===== src/rtl/dbus_arbiter_pkg.sv =====
// Shared data-bus request/response types, arbiter state encoding and muted-bus constants.
package dbus_arbiter_pkg;

    typedef struct packed {
        logic        valid;
        logic [63:0] addr;
        logic [2:0]  size;
        logic [7:0]  strobe;
        logic [63:0] data;
    } dbus_req_t;

    typedef struct packed {
        logic        addr_ok;
        logic        data_ok;
        logic [63:0] data;
    } dbus_resp_t;

    typedef enum logic [1:0] {
        IDLE = 2'd0,
        OWN0 = 2'd1,
        OWN1 = 2'd2
    } dbus_arb_state_t;

    localparam dbus_req_t  DBUS_REQ_ZERO  = '0;
    localparam dbus_resp_t DBUS_RESP_ZERO = '0;

    function automatic dbus_arb_state_t own_state(input logic port);
        return port ? OWN1 : OWN0;
    endfunction

endpackage


===== src/rtl/dbus_arb_pick.sv =====
// Combinational two-way winner select; prio_i names the port that takes a tie.
module dbus_arb_pick (
    input  logic valid_0_i,
    input  logic valid_1_i,
    input  logic prio_i,
    output logic grant_valid_o,
    output logic grant_o
);

    assign grant_valid_o = valid_0_i | valid_1_i;
    assign grant_o       = (valid_0_i & valid_1_i) ? prio_i : valid_1_i;

endmodule


===== src/rtl/dbus_arbiter.sv =====
// Two-to-one data-bus arbiter holding ownership until data_ok.
// DBUS_ARB_RR_EN selects round-robin ties; otherwise FIXED_PRIO_PORT always wins.
module dbus_arbiter
    import dbus_arbiter_pkg::*;
#(
    parameter int FIXED_PRIO_PORT = 0
) (
    input  logic       clk,
    input  logic       rst,
    input  dbus_req_t  dreq_0,
    output dbus_resp_t dresp_0,
    input  dbus_req_t  dreq_1,
    output dbus_resp_t dresp_1,
    output dbus_req_t  dreq,
    input  dbus_resp_t dresp,
    output logic       owner,
    output logic       busy
);

    dbus_arb_state_t state_q, state_d;
    logic            owner_q, owner_d;
    logic            prio;

`ifdef DBUS_ARB_RR_EN
    logic ptr_q, ptr_d;
    assign prio = ptr_q;
`else
    assign prio = (FIXED_PRIO_PORT != 0);
`endif

    logic grant_valid, grant;

    dbus_arb_pick u_pick (
        .valid_0_i     (dreq_0.valid),
        .valid_1_i     (dreq_1.valid),
        .prio_i        (prio),
        .grant_valid_o (grant_valid),
        .grant_o       (grant)
    );

    logic idle, active, sel, done;

    // Reset gates active so the bus and both responses go quiet asynchronously.
    assign idle   = (state_q == IDLE);
    assign active = rst & (~idle | grant_valid);
    assign sel    = idle ? grant : (state_q == OWN1);
    assign done   = active & dresp.data_ok;

    assign dreq    = active ? (sel ? dreq_1 : dreq_0) : DBUS_REQ_ZERO;
    assign dresp_0 = (active & ~sel) ? dresp : DBUS_RESP_ZERO;
    assign dresp_1 = (active &  sel) ? dresp : DBUS_RESP_ZERO;
    assign owner   = rst & ((idle & grant_valid) ? grant : owner_q);
    assign busy    = active;

    always_comb begin
        state_d = state_q;
        owner_d = owner_q;
        if (active) begin
            owner_d = sel;
            state_d = done ? IDLE : own_state(sel);
        end
    end

`ifdef DBUS_ARB_RR_EN
    assign ptr_d = done ? ~sel : ptr_q;
`endif

    always_ff @(posedge clk or negedge rst) begin
        if (!rst) begin
            state_q <= IDLE;
            owner_q <= 1'b0;
`ifdef DBUS_ARB_RR_EN
            ptr_q   <= 1'b0;
`endif
        end else begin
            state_q <= state_d;
            owner_q <= owner_d;
`ifdef DBUS_ARB_RR_EN
            ptr_q   <= ptr_d;
`endif
        end
    end

`ifndef SYNTHESIS
    // An owner must hold valid until its data_ok; dropping it early is a master bug.
    always @(posedge clk) begin
        if (rst && state_q == OWN0)
            assert (dreq_0.valid) else $error("dbus_arbiter: port 0 dropped valid while owning the bus");
        if (rst && state_q == OWN1)
            assert (dreq_1.valid) else $error("dbus_arbiter: port 1 dropped valid while owning the bus");
    end
`endif

endmodule

===== config.mk =====
export PLATFORM = sky130hd
export DESIGN_NAME = dbus_arbiter
export DESIGN_NICKNAME = d
export VERILOG_FILES = /design/src/rtl/dbus_arbiter_pkg.sv /design/src/rtl/dbus_arb_pick.sv /design/src/rtl/dbus_arbiter.sv
export SDC_FILE = /design/constraint.sdc
export NUM_CORES = 1
export LEC_CHECK = 0
export ABC_CLOCK_PERIOD_IN_PS = 1600
export BUFFER_PORTS_ARGS = -buffer_cell sky130_fd_sc_hd__buf_4
export CAP_MARGIN = 0
export CORE_AREA = 2 2 239 241
export CTS_BUF_LIST = sky130_fd_sc_hd__clkbuf_8
export CTS_CLUSTER_SIZE = 8
export DETAILED_ROUTE_END_ITERATION = 6
export DIE_AREA = 0 0 241 243
export PLACE_DENSITY = 0.36
export SLEW_MARGIN = 10
export SYNTH_ARGS = -nofsm -noshare
export SYNTH_HDL_FRONTEND = slang
export SYNTH_HIERARCHICAL = 1
export SYNTH_SLANG_ARGS = --single-unit

===== constraint.sdc =====
create_clock -name clk -period 1.6 [get_ports clk]
set_input_delay 0.24 -clock clk [delete_from_list [all_inputs] [get_ports clk]]
set_output_delay 0.24 -clock clk [all_outputs]
set_load 0.05 [all_outputs]

==> metrics.txt, run 1 <==
critical-path cell list or3b_4 -> a21oi_4 -> buf_4 -> buf_12 -> clkbuf_16 -> a22o_2 -> buf_8; die width 241 µm; antenna-violating nets left 0; Die H ~240 µm; DRT Pass-1 Iters 4; Clock Sink Count 3; core area 56000 µm²; I/O Buffers 621; Tot Pwr between 6000 and 7000 µW; Final Instance Count excl. Fillers 1744; starting DRC count in detailed routing 110; final worst slack -0.644 ns; Avg WL per Cell 17.1 µm; final wirelength ~30000 µm; row count 87; CP arrival about 2.0 ns; Num CTS Buffers 3; Yosys Warn Count 6; hpwl dp 26200 µm; RR Startpoint state_q[1]; Netlist cell types 26; WS Path Type reg2out; fin. max-slew vios 0; Max Cap Viol 0; post-synthesis cell count 339; vias in the first global route 5624; post-layout min period 2.24 ns; Final TNS setup -140.54 ns; final worst-path cycle share 140%; GP Congestion 0.786; dpl cell area 9410 µm²; Clock power frac roughly 3.4%; Power Dens Cells 591 nW/µm²; Worst Path Required 1.36 ns; FF+latch count, synth 3; Mapped Area 2780 µm²; largest net degree at the start of global routing 31; max incr delay on CP 0.40 ns; r2r worst-path depth 6; share of synthesized registers carrying an async set or reset 100%; Seq pwr share 1.6%; crit-path leading delay family buffers and inverters; RSZ-0062 raised after global routing yes; syn avg cell area between 8 and 9 µm²; CTS tree yes; Peak Freq 446 MHz; CTS root buf clkbuf_8; final setup fails ~270; leading cell type by number of instances after synthesis and2_1; CP Buf/Inv Count 4; synth cell count leaders and2_1, a22o_2, a22o_1; via count 5556; total grt overflow 0; Worst IR Drop VDD 0.272 mV; Post-Syn Nets 687; clock latency at the later pin of the worst-skew pair 0.22 ns; I/O pin count ~620; synth top area cells a22o_2, and2_1, a22o_1; clk_skew 0.000709 ns; Starting Density 4.98%; clk slew on worst S/H paths 0.03 ns; Leak 0.00536 µW; final net count 1335; layout cell share with drive strength beyond 1 slightly below 100%; All-Layer GR Usage 8.84%; Residual DRC 0; Setup crit start kind flop; Post-synth EDFFs 0; status complete, but fails checks; Reg-to-Reg End owner_q; top-area cell type share of the netlist area 35.2%; crit path capture type primary output; CP max stage cell or3b_4; r2r setup slk around 0.040 ns; P_sw 3330 µW; class of the tightest hold or removal check in2reg; global-route wire length before repair 37800 µm; hold path depth 2; DR vias/cell 3.19; P&R area growth vs syn 280%; Crit Path Max Fanout 12; initial antenna violation count 12; Final Instance Area ~11000 µm²; FILL cells approximately 6300; area leader, netlist a22o_2; sequential share of the synthesized area ~2.7%; H-tree depth 1; DP Cell Count 1730; final core occ 18.9%; clk buf depth 2; failing checks negative setup slack; Die Area 58600 µm²; Fin. Hold Viols 0; Endpoint, Worst Hold state_q[0]; P_int 2930 µW; most common flop cell mapped by yosys dfrtp_1; sw frac 53.3%; combinational cell fraction of total power between 90% and 100%; Hold Crit Start dresp[64]
## registers in the layout, indices dropped and copies added (netlist names)
register and cells:
state_q 2, owner_q 1
## through the flow
step	hold slack, ns	setup WS (ns)
after global routing	0.234	-0.722
final	0.229	-0.644
after global placement	0.145	-0.542
after floorplan	-0.0556	-0.293
after CTS	0.226	-0.624
after detailed placement	0.144	-0.546
## cell usage in the layout (no fill, tap or decap), types with 2 or more instances in the layout
cell and count:
a21oi_4 2, a22o_2 83, a22o_4 57, and2_4 131
buf_12 15, buf_16 2, buf_4 486, buf_6 112
buf_8 68, clkbuf_16 3, clkbuf_8 3, dfrtp_1 3
diode_2 2, inv_1 5, nor2_1 2
## metal layers
metal	global-route usage (%)	share of wire, %	vias up
met4	1.53	1.7	2
met2	18.9	57	385
met5	0	0.044	-
met3	1.94	8.7	34
met1	8.35	32	2569
li1	-	-	2566
## power groups by stage
| stage | Combinational, µW | Sequential (µW) | Clock [µW] |
|---|---|---|---|
| 5_1_grt | 6190 | 98.5 | 230 |
| 6_report | 5950 | 97.4 | 213 |
| 4_1_cts | 5590 | 97.0 | 221 |
| 3_3_place_gp | 5370 | 98.3 | 0 |
| 2_1_floorplan | 3410 | 97.3 | 0 |
| 3_5_place_dp | 5350 | 98.0 | 0 |
## worst max-delay path by stage
stage	start	endpoint	slack (ns)	cells after the start
2_1_floorplan	state_q[1]	dreq[18]	-0.29	5
3_3_place_gp	dreq_0[139]	dreq[72]	-0.54	9
3_5_place_dp	dreq_1[139]	dreq[120]	-0.55	8
4_1_cts	state_q[1]	dreq[95]	-0.62	6
5_1_grt	state_q[1]	dreq[118]	-0.72	7
6_report	state_q[1]	dreq[65]	-0.64	7
## layout make-up
class	count	area, µm²	share of cell area (%)
Sequential cell	3	75.1	0.709
Clock inverter	1	3.75	0.0355
Inverter	4	15.0	0.142
Timing Repair Buffer	687	6370	60.2
Antenna cell	2	5.00	0.0473
Tap cell	756	946	8.94
Multi-Input combinational cell	288	3130	29.6
Clock buffer	3	41.3	0.390
## cells by family (layout without fill, tap and decap cells)
kind of cell	Yosys count	count (layout)	share of synthesized area, %
mux	1	1	0.360
compound gates	147	147	50.9
flops	3	3	2.70
buf+inv	48	695	14.3
other cells	1	3	0.135
simple gates	139	139	31.6
## what timing repair did
action                                  in CTS  in global routing
resized for setup                          100                159
setup buffers                                0                  3
hold buffers                                 1                  0
cloned                                       0                  4
endpoints found under the hold margin        3                  0
endpoints found under the setup margin     273                274
pin swaps                                    0                  1
Power figures use the tool's default switching activity.
==> run 2, diff against run 1 <==
ABC_AREA = 1   (was default)
CORE_AREA = 2 2 242 244   (was 2 2 239 241)
DIE_AREA = 0 0 244 246   (was 0 0 241 243)
PLACE_DENSITY = 0.37   (was 0.36)
==> run 2 against run 1 <==
The flow still finishes with violations (negative setup slack). Clock skew rose by 0.00076 ns. First-iteration DRC count rose by 60%. Register-to-register slack improved by 0.02 ns. Clock-buffer cell count did not move. Power rose by 30%. Sequential power barely moved. Worst hold slack improved by 0.20 ns. Setup slack improved by 0.24 ns. Fmax rose by 12%. Routed wire length rose by 19%. Sequential share of layout area fell by 0.13 points. Clock power rose by 3%.
==> metrics.txt, run 2 <==
DRT Pass-1 Iters 4 (unchanged); synth cell count leaders nand2_1, nand3_1, a21oi_1; final net count 1772 (+33%); clk_skew 0.00147 ns (+0.000763 ns); synth top area cells nand3_1, a21oi_1, nand2_1; CTS root buf clkbuf_8; most common flop cell mapped by yosys dfrtp_1; I/O pin count 622 (unchanged); P&R area growth vs syn 298%; H-tree depth 1 (unchanged); WS Path Type reg2out; Die Area 60000 µm² (+2.5%); Final TNS setup -89.57 ns (+50.97 ns); Clock Sink Count 3 (unchanged); syn avg cell area 4.56 µm² (-45%); Fin. Hold Viols 0 (unchanged); Worst IR Drop VDD 0.286 mV (+5.3%); fin. max-slew vios 0 (unchanged); Residual DRC 0 (unchanged); via count 7671 (+38%); final worst slack -0.401 ns (+0.242 ns); die width 244 µm (+1.2%); starting DRC count in detailed routing 176 (+60%); row count 88 (+1.1%); clk buf depth 2 (unchanged); Power Dens Cells 618 nW/µm² (+4.6%); Worst Path Required 1.36 ns (about the same); leading cell type by number of instances after synthesis nand2_1; Starting Density 5.78% (+0.81 points); crit path capture type primary output; total grt overflow 0 (unchanged); share of synthesized registers carrying an async set or reset 100% (unchanged); layout cell share with drive strength beyond 1 71.6% (-26 points); final setup fails 274 (+0.74%); failing checks negative setup slack; initial antenna violation count 4 (-8); Setup crit start kind flop; Largest register FFs 2 (unchanged); I/O Buffers 621 (unchanged); status complete, but fails checks; FF+latch count, synth 3 (unchanged); sequential share of the synthesized area 2.26% (-0.43 points); GP Congestion 0.867 (+10%); Post-synth EDFFs 0 (unchanged); vias in the first global route 8230 (+46%); RSZ-0062 raised after global routing yes; clk slew on worst S/H paths 0.03 ns (about the same); Crit Path Max Fanout 21 (+9); final worst-path cycle share 125% (-15 points); hpwl dp 29000 µm (+11%); All-Layer GR Usage 10.9% (+2.1 points); Tot Pwr 8160 µW (+30%); Avg WL per Cell 16.3 µm (-5.0%); Leak 0.00606 µW (+13%); area leader, netlist nand3_1; post-layout min period 2.00 ns (-0.242 ns); Yosys Warn Count 6 (unchanged); Biggest register state_q; final core occ 23.0% (+4.1 points); r2r setup slk 0.06 ns (+0.02 ns); largest net degree at the start of global routing 33 (+6.5%); Num CTS Buffers 3 (unchanged); Peak Freq 500 MHz (+12%); core area 57400 µm² (+2.5%); class of the tightest hold or removal check in2reg; biggest regs state_q: 2 flops, owner_q: 1 flops; most common cell after layout, fill and taps aside buf_4; post-synthesis cell count 728 (+110%); FILL cells 6395 (+1.7%); Netlist cell types 16 (-38%); final wirelength 35700 µm (+19%); CP arrival 1.76 ns (-0.24 ns); Mapped Area 3320 µm² (+19%); Max Cap Viol 0 (unchanged); top-area cell type share of the netlist area 21.4% (-14 points); hold slack 0.432 ns (+0.203 ns); clock latency at the later pin of the worst-skew pair 0.22 ns (about the same); DR vias/cell 3.50 (+9.9%); Die H 246 µm (+1.2%); CTS tree yes; commonest non-fill, non-tap cells in the layout buf_4, buf_6, nand3_1; antenna-violating nets left 0 (unchanged); global-route wire length before repair 50400 µm (+33%); Post-Syn Nets 1076 (+57%)
==> run 2: metrics by stage <==
step / setup WS [ns] / instances / instance area, µm²
final: -0.401 / 2191 / 13200
after global routing: -0.471 / 2189 / 13200
after CTS: -0.421 / 2185 / 12500
after detailed placement: -0.397 / 2158 / 11500
after global placement: -0.401 / 2158 / 11500
after floorplan: -0.407 / 728 / 4940
==> run 2: layer usage <==
layer	share of wire, %	vias to the layer above	GRT usage [%]
li1	-	3740	-
met2	52	413	20.8
met1	38	3496	12.7
met4	1.3	2	1.33
met3	8.3	20	2.51
met5	0.034	-	0
==> run 2: critical path: stages, from the launching register on <==
cell and delay (ns):
dfrtp_1 0.37, buf_4 0.15, nor2_4 0.11, nand2_4 0.08, nand2_8 0.12, buf_12 0.21, buf_12 0.18, a21oi_1 0.06
buf_4 0.19
==> run 2: cells by family after synthesis <==
family / Yosys count / synth area share, %
buffers and inverters: 147 / 20.9
and+or+nand+nor: 436 / 55.5
DFF: 3 / 2.26
AOI/OAI and AO/OA: 141 / 21.3
other: 1 / 0.113
==> run 2: timing repair <==
item                                    CTS  global route
pin swaps                                 4            10
endpoints found under the setup margin  274           274
setup buffers                            16             4
gates cloned                              6             3
hold endpoints to repair                  3             0
hold buffers                              1             0
resized for setup                       176           156
==> run 2: worst paths after layout <==
check                      startpoint         end  depth (start not counted)
max reg2reg                state_q[1]     owner_q                          9
min reg2reg                   owner_q     owner_q                          2
max in group asynchronous         rst  state_q[0]                          3
min in group asynchronous         rst     owner_q                          3
min                         dresp[64]  state_q[1]                          4
max                        state_q[1]   dreq[106]                          8
==> run 2: final cells by class <==
class,instances,area [µm²],share of cell area (%)
Timing Repair Buffer,763,7430,56.3
Multi-Input combinational cell,580,4390,33.3
Tap cell,765,957,7.25
Inverter,73,292,2.21
Sequential cell,3,76.3,0.578
Clock buffer,3,41.3,0.313
Antenna cell,3,7.51,0.0569
Clock inverter,1,3.75,0.0284
==> run 2: power by group <==
group          switching, µW  internal (µW)
sequential              12.4           87.8
combinational           4670           3170
clock                   55.4            164
total                   4740           3430
==> run 3, diff against run 2 <==
CORE_AREA = 10 10 237 239   (was 2 2 242 244)
DIE_AREA = 0 0 247 249   (was 0 0 244 246)
PLACE_DENSITY = 0.39   (was 0.37)
==> run 3 against run 2 <==
The run still ends with negative setup slack left. Clock-buffer cell count unchanged. Setup slack better by 0.019 ns. Register-to-register slack improved by 0.11 ns. Largest power group unchanged. Highest routed layer unchanged.
==> metrics.txt, run 3 (synthesis gave the netlist of run 2 again) <==
antenna-violating nets left 0 (unchanged); Seq pwr share 1.2% (about the same); die width 247 µm (+1.2%); post-layout min period 1.98 ns (-0.0191 ns); Peak Freq 504 MHz (+0.96%); final setup fails 274 (unchanged); Starting Density 6.48% (+0.70 points); largest net degree at the start of global routing 33 (unchanged); P_sw 4980 µW (+5.2%); row count 83 (-5.7%); CP max stage cell dfrtp_1; global-route wire length before repair 57800 µm (+15%); Setup crit start kind flop; Die H 249 µm (+1.2%); core area 51200 µm² (-11%); Num CTS Buffers 3 (unchanged); Reg area 76.3 µm² (unchanged); met3 wire len 4930 µm (+67%); Worst Path Required 1.36 ns (about the same); WS Path Type reg2out; layout cell share with drive strength beyond 1 76.7% (+5.1 points); Hold Crit Start rst; CTS tree yes; Residual DRC 0 (unchanged); CP arrival 1.74 ns (-0.02 ns); P&R area growth vs syn 316%; clk slew on worst S/H paths 0.03 ns (about the same); Fin. Hold Viols 0 (unchanged); FILL cells 5566 (-13%); class of the tightest hold or removal check in2reg; final wirelength 43700 µm (+23%); Final Instance Area 13800 µm² (+4.4%); biggest regs state_q: 2 flops, owner_q: 1 flops; Crit Path Max Fanout 7 (-67%); dpl cell area 11200 µm² (-2.8%); Biggest register state_q; most common cell after layout, fill and taps aside buf_4; commonest non-fill, non-tap cells in the layout buf_4, buf_6, nand3_1; failing checks negative setup slack; total grt overflow 0 (unchanged); Max Cap Viol 0 (unchanged); starting DRC count in detailed routing 319 (+81%); Die Area 61500 µm² (+2.5%); status complete, but fails checks; r2r worst-path depth 8 (-1); RSZ-0062 raised after global routing yes; clock latency at the later pin of the worst-skew pair 0.21 ns (about the same); All-Layer GR Usage 12.4% (+1.5 points); sw frac 57.8% (-0.26 points); P_int 3640 µW (+6.3%); max incr delay on CP 0.40 ns (+0.03 ns); Worst IR Drop VDD 0.219 mV (-23%); hold path depth 4 (unchanged); H-tree depth 1 (unchanged); RR Startpoint state_q[1]; DRT Pass-1 Iters 5 (+1); GP Congestion 0.834 (-3.8%); vias in the first global route 8203 (-0.33%); I/O pin count 622 (unchanged); Avg WL per Cell 20.8 µm (+28%); I/O Buffers 621 (unchanged); final worst-path cycle share 124% (-1.2 points); r2r setup slk 0.17 ns (+0.11 ns); Leak 0.00628 µW (+3.6%); Reg-to-Reg End owner_q; clk_skew 0.000375 ns (-0.00110 ns); Largest register FFs 2 (unchanged); DR vias/cell 3.73 (+6.6%); via count 7838 (+2.2%); final worst slack -0.382 ns (+0.0191 ns); final net count 1767 (-0.28%); footprint of the multi-input gates 4770 µm² (+8.6%); Met2 Routed Length 22300 µm (+20%); Top Layer Used met5; CTS root buf clkbuf_8; initial antenna violation count 10 (+6); Endpoint, Worst Hold state_q[1]; wl on met1 16000 µm (+17%); fin. max-slew vios 0 (unchanged); Clock power frac 2.4% (-0.3 points); crit path capture type primary output; Power Dens Cells 625 nW/µm² (+1.1%); Clock Sink Count 3 (unchanged); hpwl dp 35900 µm (+24%); clk buf depth 2 (unchanged); combinational cell fraction of total power 96.4% (+0.3 points); critical-path cell list inv_2 -> nand2_4 -> nand2_4 -> buf_12 -> buf_12 -> buf_8 -> nand2_2 -> a21oi_1 -> buf_4; Tot Pwr 8620 µW (+5.6%)
run 3: cell count changes in the layout (fill, tap and decap cells not counted), moves of 4 or more:
cell	change
a21oi_2	+15
nand3_1	-6
a21oi_4	+8
clkbuf_16	+10
nand2_8	-4
buf_6	+50
nand3_2	+6
a21oi_1	-23
nand2_2	+13
buf_4	-60
nand2_1	-43
nand2_4	+32
run 3: worst max path at each step:
stage	to	depth (start not counted)	slack, ns	start
3_5_place_dp	dresp_0[59]	11	-0.43	dreq_1[139]
4_1_cts	dresp_0[34]	10	-0.41	state_q[1]
2_1_floorplan	dreq[112]	7	-0.41	state_q[1]
6_report	dreq[97]	9	-0.38	state_q[1]
3_3_place_gp	dreq[95]	11	-0.46	dreq_0[139]
5_1_grt	dreq[97]	9	-0.46	state_q[1]
run 3: repair_timing:
item | CTS | global route
gates resized for setup | 151 | 344
gates cloned | 4 | 14
pin swaps | 8 | 43
hold buffers | 1 | 0
hold endpoints to repair | 3 | 0
setup endpoints to repair | 274 | 274
setup buffers | 15 | 17
run 3: cell type report:
type                    instances  area share [%]
repair buffers                760            56.2
clock buffers                   3           0.299
well taps                     680            6.17
inverters                      73            2.10
clock inverters                 1          0.0272
multi-input cells             578            34.6
diodes                          3          0.0544
flip-flops and latches          3           0.553
run 3: through the flow:
step	hold slack, ns	worst slack [ns]	TNS, ns	utilization, %	cells
after floorplan	-0.0556	-0.407	-39.24	-	728
after detailed placement	0.190	-0.433	-101.91	21.8	2047
after global placement	0.193	-0.462	-103.70	21.8	2047
final	0.450	-0.382	-87.59	26.9	2101
after CTS	0.445	-0.408	-96.09	23.6	2070
after global routing	0.462	-0.456	-108.15	26.9	2099
run 3: critical path: cells and delay by family (launching register included):
kind                   cells  cell delay [ns]
and+or+nand+nor            3             0.23
buffers and inverters      5             0.73
DFF                        1             0.40
AOI/OAI and AO/OA          1             0.15
run 3: per-layer routing:
layer	up-vias	GRT usage, %
met5	-	0
met4	4	1.28
met3	24	5.27
met2	430	22.6
met1	3652	13.4
li1	3728	-
run 3: power by group through the flow:
| stage | Clock (µW) | Combinational [µW] | Sequential (µW) |
|---|---|---|---|
| finish | 210 | 8310 | 103 |
| global route | 229 | 8710 | 104 |
| CTS | 219 | 7400 | 102 |
| detailed placement | 0 | 6870 | 98.4 |
| global placement | 0 | 6860 | 98.4 |
| floorplan | 0 | 4140 | 95.9 |
